<file path="src/rtl/ulpi_pkg.sv">
// Shared types and RX CMD field layout for the ULPI receive path.
package ulpi_pkg;

   typedef enum logic [1:0] {
      ULPI_RX_STATE_IDLE,
      ULPI_RX_STATE_TURNAROUND,
      ULPI_RX_STATE_REG_DATA,
      ULPI_RX_STATE_RECEIVE
   } ulpi_rx_state_t;

   typedef enum logic [1:0] {
      ULPI_RXEVT_NONE     = 2'b00,
      ULPI_RXEVT_ACTIVE   = 2'b01,
      ULPI_RXEVT_HOSTDISC = 2'b10,
      ULPI_RXEVT_ERROR    = 2'b11
   } ulpi_rxevt_t;

   localparam int RXCMD_LINESTATE_LSB = 0;
   localparam int RXCMD_VBUS_LSB      = 2;
   localparam int RXCMD_EVENT_LSB     = 4;
   localparam int RXCMD_ID_BIT        = 6;
   localparam int RXCMD_ALT_INT_BIT   = 7;

   function automatic ulpi_rxevt_t rxcmd_event(input logic [7:0] rxcmd);
      return ulpi_rxevt_t'(rxcmd[RXCMD_EVENT_LSB +: 2]);
   endfunction

endpackage

</file>
<file path="src/rtl/ulpi_rx_decoder_if.sv">
// ULPI receive-side bus as seen by the link: dir, nxt and the 8-bit data bus.
interface ulpi_rx_if;
   logic       dir;
   logic       nxt;
   logic [7:0] data;

   modport master (output dir, output nxt, output data);
   modport slave  (input dir, input nxt, input data);
endinterface

</file>
<file path="src/rtl/ulpi_rx_decoder_rxcmd.sv">
// RX CMD field unpacking: registered PHY status, host-disconnect flag and RX CMD strobe.
module ulpi_rxcmd_decode
   import ulpi_pkg::*;
#(
   parameter logic [1:0] RXCMD_RESET_LINESTATE = 2'b01
) (
   input  logic       i_clk,
   input  logic       i_rst_n,
   input  logic       i_rxcmd_stb,
   input  logic [7:0] i_rxcmd,
   output logic [1:0] o_linestate,
   output logic [1:0] o_vbus_state,
   output logic       o_id,
   output logic       o_alt_int,
   output logic       o_host_disconnect,
   output logic       o_rxcmd_valid
);

   logic [1:0] linestate_q;
   logic [1:0] vbus_state_q;
   logic       id_q;
   logic       alt_int_q;
   logic       host_disc_q;
   logic       rxcmd_valid_q;

   // NOTE: sequential state uses non-blocking assignments so every register samples pre-edge values.
   always_ff @(posedge i_clk or negedge i_rst_n) begin
      if (!i_rst_n) begin
         linestate_q   <= RXCMD_RESET_LINESTATE;
         vbus_state_q  <= 2'b00;
         id_q          <= 1'b0;
         alt_int_q     <= 1'b0;
         host_disc_q   <= 1'b0;
         rxcmd_valid_q <= 1'b0;
      end else begin
         rxcmd_valid_q <= i_rxcmd_stb;
         if (i_rxcmd_stb) begin
            linestate_q  <= i_rxcmd[RXCMD_LINESTATE_LSB +: 2];
            vbus_state_q <= i_rxcmd[RXCMD_VBUS_LSB +: 2];
            id_q         <= i_rxcmd[RXCMD_ID_BIT];
            alt_int_q    <= i_rxcmd[RXCMD_ALT_INT_BIT];
            // Any later RX CMD reporting a different event drops the disconnect flag.
            host_disc_q  <= (rxcmd_event(i_rxcmd) == ULPI_RXEVT_HOSTDISC);
         end
      end
   end

   assign o_linestate       = linestate_q;
   assign o_vbus_state      = vbus_state_q;
   assign o_id              = id_q;
   assign o_alt_int         = alt_int_q;
   assign o_host_disconnect = host_disc_q;
   assign o_rxcmd_valid     = rxcmd_valid_q;

endmodule

</file>
<file path="src/rtl/ulpi_rx_decoder.sv">
// ULPI receive decoder: tracks bus turnaround and splits PHY bytes into RX CMDs, packet data and register data.
module ulpi_rx_decoder
   import ulpi_pkg::*;
#(
   parameter logic [1:0] RXCMD_RESET_LINESTATE = 2'b01
) (
   input  logic       i_clk,
   input  logic       i_rst_n,
   ulpi_rx_if.slave   bus,
   input  logic       i_reg_rd_pending,
   output logic [7:0] o_reg_data,
   output logic       o_reg_data_valid,
   output logic [7:0] o_rx_data,
   output logic       o_rx_valid,
   output logic       o_rx_active,
   output logic       o_rx_eop,
   output logic       o_rx_err,
   output logic [1:0] o_linestate,
   output logic [1:0] o_vbus_state,
   output logic       o_id,
   output logic       o_alt_int,
   output logic       o_host_disconnect,
   output logic       o_rxcmd_valid
);

   ulpi_rx_state_t state_q;
   ulpi_rx_state_t cur_state;
   ulpi_rxevt_t    evt;
   logic           rxcmd_stb;
   logic           pkt_end;
   logic           rx_active_q;
   logic           err_q;
   logic           rx_valid_q;
   logic           rx_eop_q;
   logic           rx_err_q;
   logic           reg_valid_q;
   logic [7:0]     rx_data_q;
   logic [7:0]     reg_data_q;

   // The first dir-high cycle is the turnaround cycle and is decoded in the cycle it appears.
   assign cur_state = (state_q == ULPI_RX_STATE_IDLE && bus.dir) ? ULPI_RX_STATE_TURNAROUND : state_q;
   assign evt       = rxcmd_event(bus.data);
   assign rxcmd_stb = (cur_state == ULPI_RX_STATE_RECEIVE) && bus.dir && !bus.nxt;
   assign pkt_end   = rx_active_q && (cur_state == ULPI_RX_STATE_RECEIVE) &&
                      (!bus.dir || (!bus.nxt && (evt == ULPI_RXEVT_NONE || evt == ULPI_RXEVT_HOSTDISC)));

   always_ff @(posedge i_clk or negedge i_rst_n) begin
      if (!i_rst_n) begin
         state_q     <= ULPI_RX_STATE_IDLE;
         rx_active_q <= 1'b0;
         err_q       <= 1'b0;
         rx_valid_q  <= 1'b0;
         rx_eop_q    <= 1'b0;
         rx_err_q    <= 1'b0;
         reg_valid_q <= 1'b0;
         rx_data_q   <= 8'h00;
         reg_data_q  <= 8'h00;
      end else begin
         rx_valid_q  <= 1'b0;
         rx_eop_q    <= 1'b0;
         rx_err_q    <= 1'b0;
         reg_valid_q <= 1'b0;
         case (cur_state)
            ULPI_RX_STATE_IDLE: ;
            ULPI_RX_STATE_TURNAROUND: begin
               if (bus.nxt) begin
                  rx_active_q <= 1'b1;
                  state_q     <= ULPI_RX_STATE_RECEIVE;
               end else begin
                  state_q <= i_reg_rd_pending ? ULPI_RX_STATE_REG_DATA : ULPI_RX_STATE_RECEIVE;
               end
            end
            ULPI_RX_STATE_REG_DATA: begin
               if (!bus.dir) begin
                  state_q <= ULPI_RX_STATE_IDLE;
               end else begin
                  reg_data_q  <= bus.data;
                  reg_valid_q <= 1'b1;
                  state_q     <= ULPI_RX_STATE_RECEIVE;
               end
            end
            ULPI_RX_STATE_RECEIVE: begin
               if (!bus.dir) begin
                  state_q <= ULPI_RX_STATE_IDLE;
               end else if (bus.nxt) begin
                  if (rx_active_q) begin
                     rx_data_q  <= bus.data;
                     rx_valid_q <= 1'b1;
                  end
               end else if (evt == ULPI_RXEVT_ACTIVE) begin
                  rx_active_q <= 1'b1;
               end else if (evt == ULPI_RXEVT_ERROR) begin
                  rx_active_q <= 1'b1;
                  err_q       <= 1'b1;
               end
            end
            default: state_q <= ULPI_RX_STATE_IDLE;
         endcase
         if (pkt_end) begin
            rx_eop_q    <= 1'b1;
            rx_err_q    <= err_q;
            rx_active_q <= 1'b0;
            err_q       <= 1'b0;
         end
      end
   end

   ulpi_rxcmd_decode #(
      .RXCMD_RESET_LINESTATE (RXCMD_RESET_LINESTATE)
   ) u_rxcmd (
      .i_clk             (i_clk),
      .i_rst_n           (i_rst_n),
      .i_rxcmd_stb       (rxcmd_stb),
      .i_rxcmd           (bus.data),
      .o_linestate       (o_linestate),
      .o_vbus_state      (o_vbus_state),
      .o_id              (o_id),
      .o_alt_int         (o_alt_int),
      .o_host_disconnect (o_host_disconnect),
      .o_rxcmd_valid     (o_rxcmd_valid)
   );

   assign o_reg_data       = reg_data_q;
   assign o_reg_data_valid = reg_valid_q;
   assign o_rx_data        = rx_data_q;
   assign o_rx_valid       = rx_valid_q;
   assign o_rx_active      = rx_active_q;
   assign o_rx_eop         = rx_eop_q;
   assign o_rx_err         = rx_err_q;

endmodule
</file>
<file path="src/flat_wrapper.sv">
// flat-port wrapper written by rule: the top's interface ports become plain ports
module ulpi_rx_decoder_flat import ulpi_pkg::*;
#(
   parameter logic [1:0] RXCMD_RESET_LINESTATE = 2'b01
)
  (i_clk, i_rst_n, i_reg_rd_pending, o_reg_data, o_reg_data_valid, o_rx_data, o_rx_valid, o_rx_active, o_rx_eop, o_rx_err, o_linestate, o_vbus_state, o_id, o_alt_int, o_host_disconnect, o_rxcmd_valid, bus_dir, bus_nxt, bus_data);
  ulpi_rx_if bus_i ();
  input  logic i_clk;
  input  logic i_rst_n;
  input  logic i_reg_rd_pending;
  output logic [7:0] o_reg_data;
  output logic o_reg_data_valid;
  output logic [7:0] o_rx_data;
  output logic o_rx_valid;
  output logic o_rx_active;
  output logic o_rx_eop;
  output logic o_rx_err;
  output logic [1:0] o_linestate;
  output logic [1:0] o_vbus_state;
  output logic o_id;
  output logic o_alt_int;
  output logic o_host_disconnect;
  output logic o_rxcmd_valid;
  input wire logic [$bits(bus_i.dir)-1:0] bus_dir;
  input wire logic [$bits(bus_i.nxt)-1:0] bus_nxt;
  input wire logic [$bits(bus_i.data)-1:0] bus_data;
  assign bus_i.dir = bus_dir;
  assign bus_i.nxt = bus_nxt;
  assign bus_i.data = bus_data;
  ulpi_rx_decoder #(.RXCMD_RESET_LINESTATE(RXCMD_RESET_LINESTATE)) u_core (.i_clk(i_clk), .i_rst_n(i_rst_n), .bus(bus_i), .i_reg_rd_pending(i_reg_rd_pending), .o_reg_data(o_reg_data), .o_reg_data_valid(o_reg_data_valid), .o_rx_data(o_rx_data), .o_rx_valid(o_rx_valid), .o_rx_active(o_rx_active), .o_rx_eop(o_rx_eop), .o_rx_err(o_rx_err), .o_linestate(o_linestate), .o_vbus_state(o_vbus_state), .o_id(o_id), .o_alt_int(o_alt_int), .o_host_disconnect(o_host_disconnect), .o_rxcmd_valid(o_rxcmd_valid));
endmodule
</file>
<file path="config.mk">
export PLATFORM = sky130hd
export DESIGN_NAME = ulpi_rx_decoder_flat
export DESIGN_NICKNAME = d
export VERILOG_FILES = /design/src/rtl/ulpi_pkg.sv /design/src/rtl/ulpi_rx_decoder_if.sv /design/src/rtl/ulpi_rx_decoder_rxcmd.sv /design/src/rtl/ulpi_rx_decoder.sv /design/src/flat_wrapper.sv
export SDC_FILE = /design/constraint.sdc
export NUM_CORES = 1
export LEC_CHECK = 0
export CAP_MARGIN = 30
export CORE_MARGIN = 2
export CORE_UTILIZATION = 45
export DETAILED_ROUTE_END_ITERATION = 10
export PLACE_DENSITY_LB_ADDON = 0.25
export SETUP_SLACK_MARGIN = 0.02
export SLEW_MARGIN = 20
export SYNTH_ARGS = -nofsm -noshare
export SYNTH_HDL_FRONTEND = slang
export SYNTH_SLANG_ARGS = --single-unit
</file>
<file path="constraint.sdc">
create_clock -name i_clk -period 1.75 [get_ports i_clk]
set_input_delay 0.35 -clock i_clk [delete_from_list [all_inputs] [get_ports i_clk]]
set_output_delay 0.35 -clock i_clk [all_outputs]
set_load 0.01 [all_outputs]
</file>
==> flow_summary_export.csv, run 1 <==
group,metric,value,unit
run,drv_cap,0,
floorplanning,die_x,58.3,um
worst_setup_path,required,1.40,ns
worst_setup_path,rrSetupSlack,0.32,ns
yosys,synth_edf_count,0,
clock_network,clkSinkCount,32,
clock_network,numCtsBuffers,5,
power_and_ir_drop,pwr-share-clk,0.189,
route,antenna_left,0,
worst_setup_path,crit_path_max_fanout,5,
cells_and_area,fin_cells,169,
worst_setup_path,cp_cell_sequence,"clkdlybuf4s50_1",
power_and_ir_drop,combPwrFrac,0.353,
sta,holdWs,0.404,ns
cells_and_area,drive_gt1_frac,0.319,
yosys,yosysMostFrequentCell,"dfrtp_1",
clock_network,clkTransAtPathRegs,0.10,ns
place,io_buffers,41,
grt,grt_max_degree,33,
yosys,async_flop_share,1.00,
route,dr_total_vias,847,
clock_network,cts_buffer_depth,2,
grt,grt_usage,0.175,
sta,max_freq,605,MHz
floorplanning,core-area,2780,um^2
yosys,avgSynthCellArea,15.6,um^2
power_and_ir_drop,switching_share,0.274,
grt,antenna_found_initial,0,
worst_setup_path,end_kind,"output port",
cells_and_area,fillers,214,
worst_setup_path,critPathArrivalTime,1.30,ns
yosys,yosysTopAreaCell,"dfrtp_1",
yosys,synthFlopType,"dfrtp_1",
cells_and_area,final_util,0.668,
cells_and_area,diodes,0,
worst_setup_path,cp_slowest_cell,"clkdlybuf4s50_1",
cells_and_area,fin_nets,150,
cells_and_area,syn_to_final_growth,39.8,%
worst_setup_path,r2r_start,"u_core.state_q[1]",
floorplanning,start_util,0.478,
clock_network,htree_levels,2,
power_and_ir_drop,power.leakage,0.000877,uW
yosys,netlist_area,1330,um^2
worst_setup_path,slowest_delay,0.55,ns
power_and_ir_drop,ir_worst_vdd,1.00,mV
yosys,yosys_warnings,0,
sta,final_hold_viol_count,0,
grt,overflow,0,
yosys,synth_top_cell_area_share,0.584,
sta,rsz0062_at_grt,"no",
route,vias_per_cell,5.01,
sta,worstMarginPinSlew,0.401,ns
status,status,"completed",
worst_setup_path,worstReg2RegEnd,"u_core.o_rx_data[2]",
yosys,synth_seq_area_share,0.604,
yosys,synthTopCellsByCount,"dfrtp_1 (31), mux2_4 (16), mux2_2 (6)",
power_and_ir_drop,power.total,2290,uW
grt,grt_pass1_vias,917,
yosys,ys_seq_elements,32,
cells_and_area,postLayoutCellArea,1860,um^2
worst_setup_path,critical_path_buf_inv_count,1,
power_and_ir_drop,p_int,1660,uW
yosys,ys_types,24,
clock_network,cts_tree,"built",
yosys,synth_nets,98,
worst_setup_path,start_kind,"flip-flop",
place,hpwl,1940,um
power_and_ir_drop,power_density,1230,nW/um^2
clock_network,clk_latency,0.32,ns
worst_setup_path,worstSetupPathType,"reg -> out",
worst_setup_path,ff2ff_path_depth,3,
worst_hold_path,hold_class,"in -> async",
floorplanning,die_y,58.3,um
route,firstDrtPassIters,3,
power_and_ir_drop,p_seq_frac,0.458,
route,routed_wl,2620,um
sta,fin_worst_skew,0.00589,ns
place,place_area,1800,um^2
floorplanning,dieArea,3400,um^2
route,drc,0,
floorplanning,ios,42,
worst_setup_path,cp_top_family,"buffers and inverters",
sta,drv_slew,0,
yosys,syn_inst,85,
floorplanning,row_count,19,
place,routabilityCongestion,0.750,
sta,finalSetupViolCount,0,
sta,finalCritPeriodShare,0.945,
route,drt_iter0_drc,10,
sta,finalCriticalPeriod,1.65,ns
clock_network,cts_root_buffer,"clkbuf_4",
grt,grt_pass1_wl,4330,um
sta,maxSlewHeadroom,0.733,
route,wl_per_cell,15.5,um
yosys,ys_top_cells_by_area,"dfrtp_1 (58%), mux2_4 (18%), mux2_2 (5.1%)",
place,dp.cells,161,
power_and_ir_drop,power_switching,627,uW
## what timing repair did
| action | 4_1_cts | 5_1_grt |
|---|---|---|
| resized for setup | 1 | 1 |
| buffers inserted | 0 | 0 |
| hold buffers | 0 | 0 |
| endpoints found under the setup margin | 1 | 1 |
## sequential cells by signal, summed over array words and instances, names as in the netlist, 2 cells and up
name,cells
u_core.o_rx_data,8
u_core.u_rxcmd.o_linestate,2
u_core.u_rxcmd.o_vbus_state,2
u_core.o_reg_data,8
u_core.state_q,2
## final cells by class
cell class / instances / area, um^2 / share of cell area
sequential: 32 / 803 / 0.432
multi-input combinational: 47 / 482 / 0.259
timing repair buffer: 48 / 462 / 0.248
clock buffer: 6 / 51.3 / 0.0276
tap: 31 / 38.8 / 0.0209
inverter: 3 / 11.3 / 0.00606
clock inverter: 2 / 10.0 / 0.00539
## logic make-up (layout without fill, tap and decap cells)
family	count (synthesis)	after routing	share of synthesized area
flops	32	32	0.604
mux	22	22	0.232
simple gates	16	16	0.0810
compound gates	9	9	0.0499
buf+inv	6	59	0.0339
## how the worst max path moves through the flow
| stage | startpoint | endpoint | slack, ns | depth (start not counted) |
|---|---|---|---|---|
| after CTS | u_core.o_rx_active | o_rx_active | 0.04 | 1 |
| after global routing | u_core.o_rx_active | o_rx_active | 0.04 | 1 |
| final | u_core.o_rx_active | o_rx_active | 0.1 | 1 |
| after global placement | bus_nxt | u_core.o_rx_data[3] | 0.02 | 4 |
| after floorplan | u_core.o_rx_active | u_core.o_rx_data[0] | 0.49 | 3 |
| after detailed placement | bus_dir | u_core.o_reg_data[4] | -0.02 | 5 |
## power by group through the flow
stage / Sequential (uW) / Clock (uW) / Combinational [uW]
detailed placement: 1060 / 0 / 825
global placement: 1060 / 0 / 802
CTS: 1050 / 447 / 820
finish: 1050 / 432 / 809
floorplan: 1130 / 0 / 286
global route: 1070 / 485 / 853
## through the flow
stage | TNS [ns] | setup WS [ns]
floorplan | 0 | 0.488
global placement | 0 | 0.0151
detailed placement | -0.120 | -0.0201
CTS | 0 | 0.0375
global route | 0 | 0.0351
finish | 0 | 0.0963
## layout by cell type (no fill, tap or decap), types with 2 or more instances in the layout
cell type and instances:
clkdlybuf4s50_1 40, dfrtp_1 30, mux2_4 16, buf_4 7
mux2_2 6, clkbuf_4 5, nand2_1 4, nor2_1 3
inv_1 3, nand2b_1 2, o21ai_0 2, clkinv_2 2
## layer usage
metal  vias up  track usage  part of all wire
met5         -            0                 0
met4         0       0.0631             0.018
met3         6       0.0813             0.075
met2        27        0.271              0.49
met1       415        0.215              0.42
li1        399            -                 -
Power figures use the tool's default switching activity.
==> run 2, diff against run 1 <==
ABC_AREA = 1   (was not set)
CTS_CLUSTER_DIAMETER = 40   (was not set)
==> run 2 against run 1 <==
  * Synthesized cell count grew 53%
  * Die area grew 2.8%
  * Global-route usage is essentially flat
  * Non-clock buffer count shrank 2
  * Register-to-register slack is essentially flat
  * Worst hold slack gained 0.0045 ns
  * Clock skew grew 0.0052 ns
  * Critical path depth is the same
  * Core utilization shrank 3.4 points
  * Largest power group unchanged
  * Highest routed layer unchanged
==> flow_summary_export.csv, run 2 <==
group,metric,value,unit
status,status,"completed",
yosys,synth_nets,143,
grt,grt_max_degree,33,
cells_and_area,fin_cells,212,
sta,maxSlewHeadroom,0.739,
yosys,async_flop_share,1.00,
yosys,netlist_area,1370,um^2
yosys,syn_inst,130,
clock_network,clkTransAtPathRegs,0.09,ns
yosys,synthTopCellsByCount,"nand2_1 (35), dfrtp_1 (31), o21ai_2 (21)",
yosys,synthAdderAreaFrac,0,
worst_setup_path,startpoint,"u_core.o_rx_active",
floorplanning,die_y,59.2,um
route,drt_iter0_drc,32,
worst_setup_path,rrSetupSlack,0.33,ns
yosys,yosys_warnings,0,
cells_and_area,fin_nets,192,
yosys,synth_mux_area_frac,0,
power_and_ir_drop,power.leakage,0.000915,uW
route,dr_total_vias,1000,
yosys,ys_seq_elements,32,
worst_setup_path,end_kind,"output port",
yosys,ys_types,21,
place,io_buffers,41,
worst_setup_path,critPathArrivalTime,1.30,ns
grt,grt_pass1_vias,1027,
grt,overflow,0,
worst_setup_path,worstReg2RegEnd,"u_core.o_rx_data[1]",
worst_setup_path,required,1.40,ns
place,hpwl,1920,um
place,routabilityCongestion,0.722,
route,wl_per_cell,12.2,um
worst_setup_path,endpoint,"o_rx_active",
worst_setup_path,r2r_start,"u_core.state_q[1]",
cells_and_area,drive_gt1_frac,0.229,
floorplanning,start_util,0.460,
worst_setup_path,cp_cell_sequence,"clkdlybuf4s50_1",
worst_setup_path,critical_path_buf_inv_count,1,
grt,grt_usage,0.175,
yosys,synth_top_family_by_area,"simple AND/OR/NAND/NOR gates",
floorplanning,dieArea,3500,um^2
sta,holdWs,0.408,ns
sta,rsz0062_at_grt,"no",
clock_network,clkSinkCount,32,
clock_network,post_cts_buffers,0,
floorplanning,row_count,20,
route,vias_per_cell,4.72,
cells_and_area,syn_to_final_growth,37.9,%
yosys,avgSynthCellArea,10.5,um^2
worst_setup_path,start_kind,"flip-flop",
yosys,synth-compound-area-share,0.165,
clock_network,htree_levels,2,
cells_and_area,final_common_cell,"clkdlybuf4s50_1",
yosys,synth_seq_area_share,0.586,
route,antenna_left,0,
worst_setup_path,worstSetupPathType,"reg -> out",
floorplanning,ios,42,
grt,grt_pass1_wl,4470,um
sta,finalCriticalPeriod,1.65,ns
route,drc,0,
power_and_ir_drop,power_density,1230,nW/um^2
worst_setup_path,cp.depth,1,
clock_network,cts_tree,"built",
worst_setup_path,ff2ff_path_depth,6,
worst_setup_path,crit_path_max_fanout,6,
sta,max_freq,606,MHz
grt,antenna_found_initial,0,
place,dp.cells,205,
route,routed_wl,2590,um
worst_setup_path,cp_slowest_cell,"clkdlybuf4s50_1",
yosys,ys_top_cells_by_area,"dfrtp_1 (57%), o21ai_2 (13%), nand2_1 (9.6%)",
sta,finalSetupViolCount,0,
sta,drv_slew,0,
yosys,yosysTopAreaCell,"dfrtp_1",
sta,worstMarginPinSlew,0.392,ns
cells_and_area,diodes,0,
yosys,synth_edf_count,0,
clock_network,numCtsBuffers,5,
sta,final_hold_viol_count,0,
clock_network,cts_buffer_depth,2,
worst_setup_path,cp_top_family,"buffers and inverters",
yosys,yosysMostFrequentCell,"nand2_1",
yosys,synthFlopType,"dfrtp_1",
yosys,synth_top_cell_area_share,0.567,
clock_network,cts_root_buffer,"clkbuf_4",
route,firstDrtPassIters,6,
power_and_ir_drop,ir_worst_vdd,0.757,mV
floorplanning,core-area,2980,um^2
worst_setup_path,slowest_delay,0.55,ns
yosys,synth_xor_xnor_area_share,0,
place,dpl_worst_slack,-0.0691,ns
worst_hold_path,hold_class,"in -> async",
floorplanning,die_x,59.2,um
run,drv_cap,0,
sta,finalCritPeriodShare,0.942,
cells_and_area,layout_common_cells,"clkdlybuf4s50_1 (40), nand2_1 (35), dfrtp_1 (30)",
power_and_ir_drop,power.total,2320,uW
sta,setup_ws,0.101,ns
sta,fin_worst_skew,0.0111,ns
yosys,synth-simple-area-share,0.168,
clock_network,clk_latency,0.32,ns
==> run 2: cell types whose count changed after synthesis, moves of 6 or more <==
| cell | delta |
|---|---|
| inv_1 | +14 |
| mux2_2 | -6 |
| mux2_4 | -16 |
| nand2_1 | +31 |
| o21ai_2 | +21 |
==> run 2: area by class of cell <==
cell class              instances  area [um^2]
well taps                      33         41.3
repair buffers                 46          472
fillers                       265         1090
clock buffers                   6         41.3
multi-input cells              76          455
clock inverters                 1         5.00
inverters                      18         70.1
flip-flops and latches         32          803
==> run 2: layer usage <==
layer	GRT usage	share of wire
met5	0	0
met4	0.0974	0.024
met3	0.0502	0.054
met2	0.251	0.46
met1	0.238	0.46
==> run 2: power by group <==
part / total (uW) / internal [uW] / switching (uW)
logic: 876 / 494 / 382
clock network: 371 / 148 / 224
registers: 1070 / 946 / 127
==> run 2: cell families after synthesis <==
kind of cell,after synthesis
buf+inv,22
flops,32
compound gates,27
simple gates,49
==> run 2: repair_timing <==
item,CTS,global route
hold buffers,0,0
endpoints found under the setup margin,2,0
gates resized for setup,2,0
==> run 2: per-stage QoR <==
step                 util  instance area (um^2)  setup TNS, ns
floorplan               -                  1370              0
CTS                 0.634                  1890              0
global placement    0.618                  1840              0
global route        0.634                  1890              0
finish              0.634                  1890              0
detailed placement  0.618                  1840         -0.357
==> run 2: how the worst min path moves through the flow <==
stage | startpoint | to | slack (ns)
floorplan | i_rst_n | u_core.err_q | 0.05
global placement | u_core.state_q[0] | u_core.o_reg_data_valid | 0.45
detailed placement | u_core.u_rxcmd.o_linestate[0] | u_core.u_rxcmd.o_linestate[0] | 0.48
CTS | i_rst_n | u_core.o_rx_data[7] | 0.41
global route | i_rst_n | u_core.o_reg_data[0] | 0.43
finish | i_rst_n | u_core.u_rxcmd.o_rxcmd_valid | 0.41
==> run 3, diff against run 2 <==
ABC_AREA = not set   (was 1)
CAP_MARGIN = not set   (was 30)
CORE_UTILIZATION = 47   (was 45)
CTS_BUF_LIST = sky130_fd_sc_hd__clkbuf_4   (was not set)
==> run 3 against run 2 <==
  * Worst setup slack gained 0.027 ns
  * Highest routed layer unchanged
  * Combinational power fell by 7.3%
  * Critical path type unchanged
  * Routed wire length fell by 0.73%
  * Final area down 0.99%
  * Largest power group unchanged
==> flow_summary_export.csv, run 3 (synthesis gave the netlist of run 1 again) <==
group,metric,value,unit
cells_and_area,drive_gt1_frac,0.309,
floorplanning,ios,42,
sta,worstMarginPinSlew,0.455,ns
cells_and_area,syn_to_final_growth,40.7,%
grt,grt_usage,0.174,
route,wl_met1,1070,um
route,wl_per_cell,15.1,um
sta,fin_worst_skew,0.00988,ns
place,dp.cells,163,
route,vias_per_cell,5.14,
clock_network,clk_latency,0.32,ns
worst_setup_path,worstSetupPathType,"reg -> out",
clock_network,clkSinkCount,32,
cells_and_area,fin_nets,152,
clock_network,cts_hold_buffers,0,
clock_network,post_cts_buffers,0,
worst_setup_path,cp_cell_sequence,"clkdlybuf4s50_1",
sta,finalCriticalPeriod,1.62,ns
worst_setup_path,end_kind,"output port",
sta,finalCritPeriodShare,0.927,
route,met3WireLength,168,um
grt,grt_max_degree,11,
cells_and_area,layout_common_cells,"clkdlybuf4s50_1 (40), dfrtp_1 (30), mux2_4 (16)",
grt,antenna_found_initial,0,
route,top_layer,"met4",
worst_setup_path,crit_path_max_fanout,5,
route,drc,0,
status,status,"completed",
clock_network,cts_buffer_depth,2,
clock_network,htree_levels,2,
route,antenna_left,0,
route,firstDrtPassIters,4,
floorplanning,dieArea,3270,um^2
power_and_ir_drop,ir_worst_vdd,1.01,mV
route,routed_wl,2570,um
worst_setup_path,slowest_delay,0.55,ns
route,route.met2.wl,1290,um
clock_network,clkTransAtPathRegs,0.09,ns
route,dr_total_vias,873,
floorplanning,core-area,2710,um^2
grt,overflow,0,
cells_and_area,fin_cells,170,
sta,holdWs,0.339,ns
sta,setup_tns,0,ns
grt,grt_pass1_wl,4150,um
clock_network,numCtsBuffers,5,
worst_setup_path,start_kind,"flip-flop",
grt,grt_pass1_vias,810,
worst_setup_path,critPathArrivalTime,1.27,ns
floorplanning,die_x,57.2,um
floorplanning,row_count,19,
sta,rsz0062_at_grt,"no",
power_and_ir_drop,power.leakage,0.000881,uW
worst_hold_path,hold_class,"in -> async",
worst_setup_path,cp_slowest_cell,"clkdlybuf4s50_1",
power_and_ir_drop,power_density,1190,nW/um^2
route,drt_iter0_drc,14,
cells_and_area,diodes,0,
run,drv_cap,0,
place,routabilityCongestion,0.750,
worst_setup_path,critical_path_buf_inv_count,1,
clock_network,cts_tree,"built",
sta,max_freq,617,MHz
clock_network,ctsResizeCount,1,
worst_setup_path,required,1.40,ns
place,io_buffers,41,
sta,drv_slew,0,
sta,finalSetupViolCount,0,
sta,final_hold_viol_count,0,
floorplanning,die_y,57.2,um
sta,maxSlewHeadroom,0.696,
place,hpwl,2000,um
floorplanning,start_util,0.490,
cells_and_area,final_common_cell,"clkdlybuf4s50_1",
worst_setup_path,cp_top_family,"buffers and inverters",
clock_network,cts_root_buffer,"clkbuf_4",
## run 3: cell types whose count changed in the layout (fill, tap and decap cells not counted), sizes merged, moves of 2 or more
| cell | change |
|---|---|
| o21ai | -23 |
| nand4 | -2 |
| buf | +4 |
| nand2b | +2 |
| nand3 | -2 |
| mux2 | +22 |
| nand2 | -32 |
| inv | -15 |
## run 3: area by class of cell
cell class	instances	area, um^2
timing repair buffer	50	489
inverter	3	11.3
sequential	32	803
clock buffer	5	37.5
tap	31	38.8
clock inverter	2	7.51
fill	200	841
multi-input combinational	47	482
## run 3: report_power, final
| part | internal (uW) | leakage (uW) | switching, uW |
|---|---|---|---|
| registers | 932 | 0.000388 | 120 |
| clock network | 140 | 0.0000261 | 221 |
| logic | 546 | 0.000467 | 266 |
## run 3: metal layers
layer  track usage  up-vias
met5             0        -
met4        0.0498        0
met3        0.0680        4
met2         0.284       35
met1         0.215      432
li1              -      402
## run 3: through the flow
stage	utilization	worst slack (ns)	total power, uW	cell area (um^2)
after floorplan	-	0.488	1420	1330
after global placement	0.673	-0.00123	1860	1820
after detailed placement	0.673	-0.0507	1890	1820
after CTS	0.689	0.0582	2260	1870
after global routing	0.690	0.0610	2340	1870
final	0.690	0.128	2220	1870
## run 3: path summary, 6_finish.rpt
path	startpoint	end	slack (ns)	cells past startpoint
worst max-delay path	u_core.o_rx_active	o_rx_active	0.13	1
worst min-delay path	i_rst_n	u_core.o_reg_data[7]	0.34	1
worst max register to register	u_core.state_q[1]	u_core.o_rx_data[4]	0.33	3
worst min register to register	u_core.err_q	u_core.o_rx_err	0.50	1
max in group asynchronous	i_rst_n	u_core.o_rx_active	0.88	2
min in group i_clk	u_core.err_q	u_core.o_rx_err	0.50	1
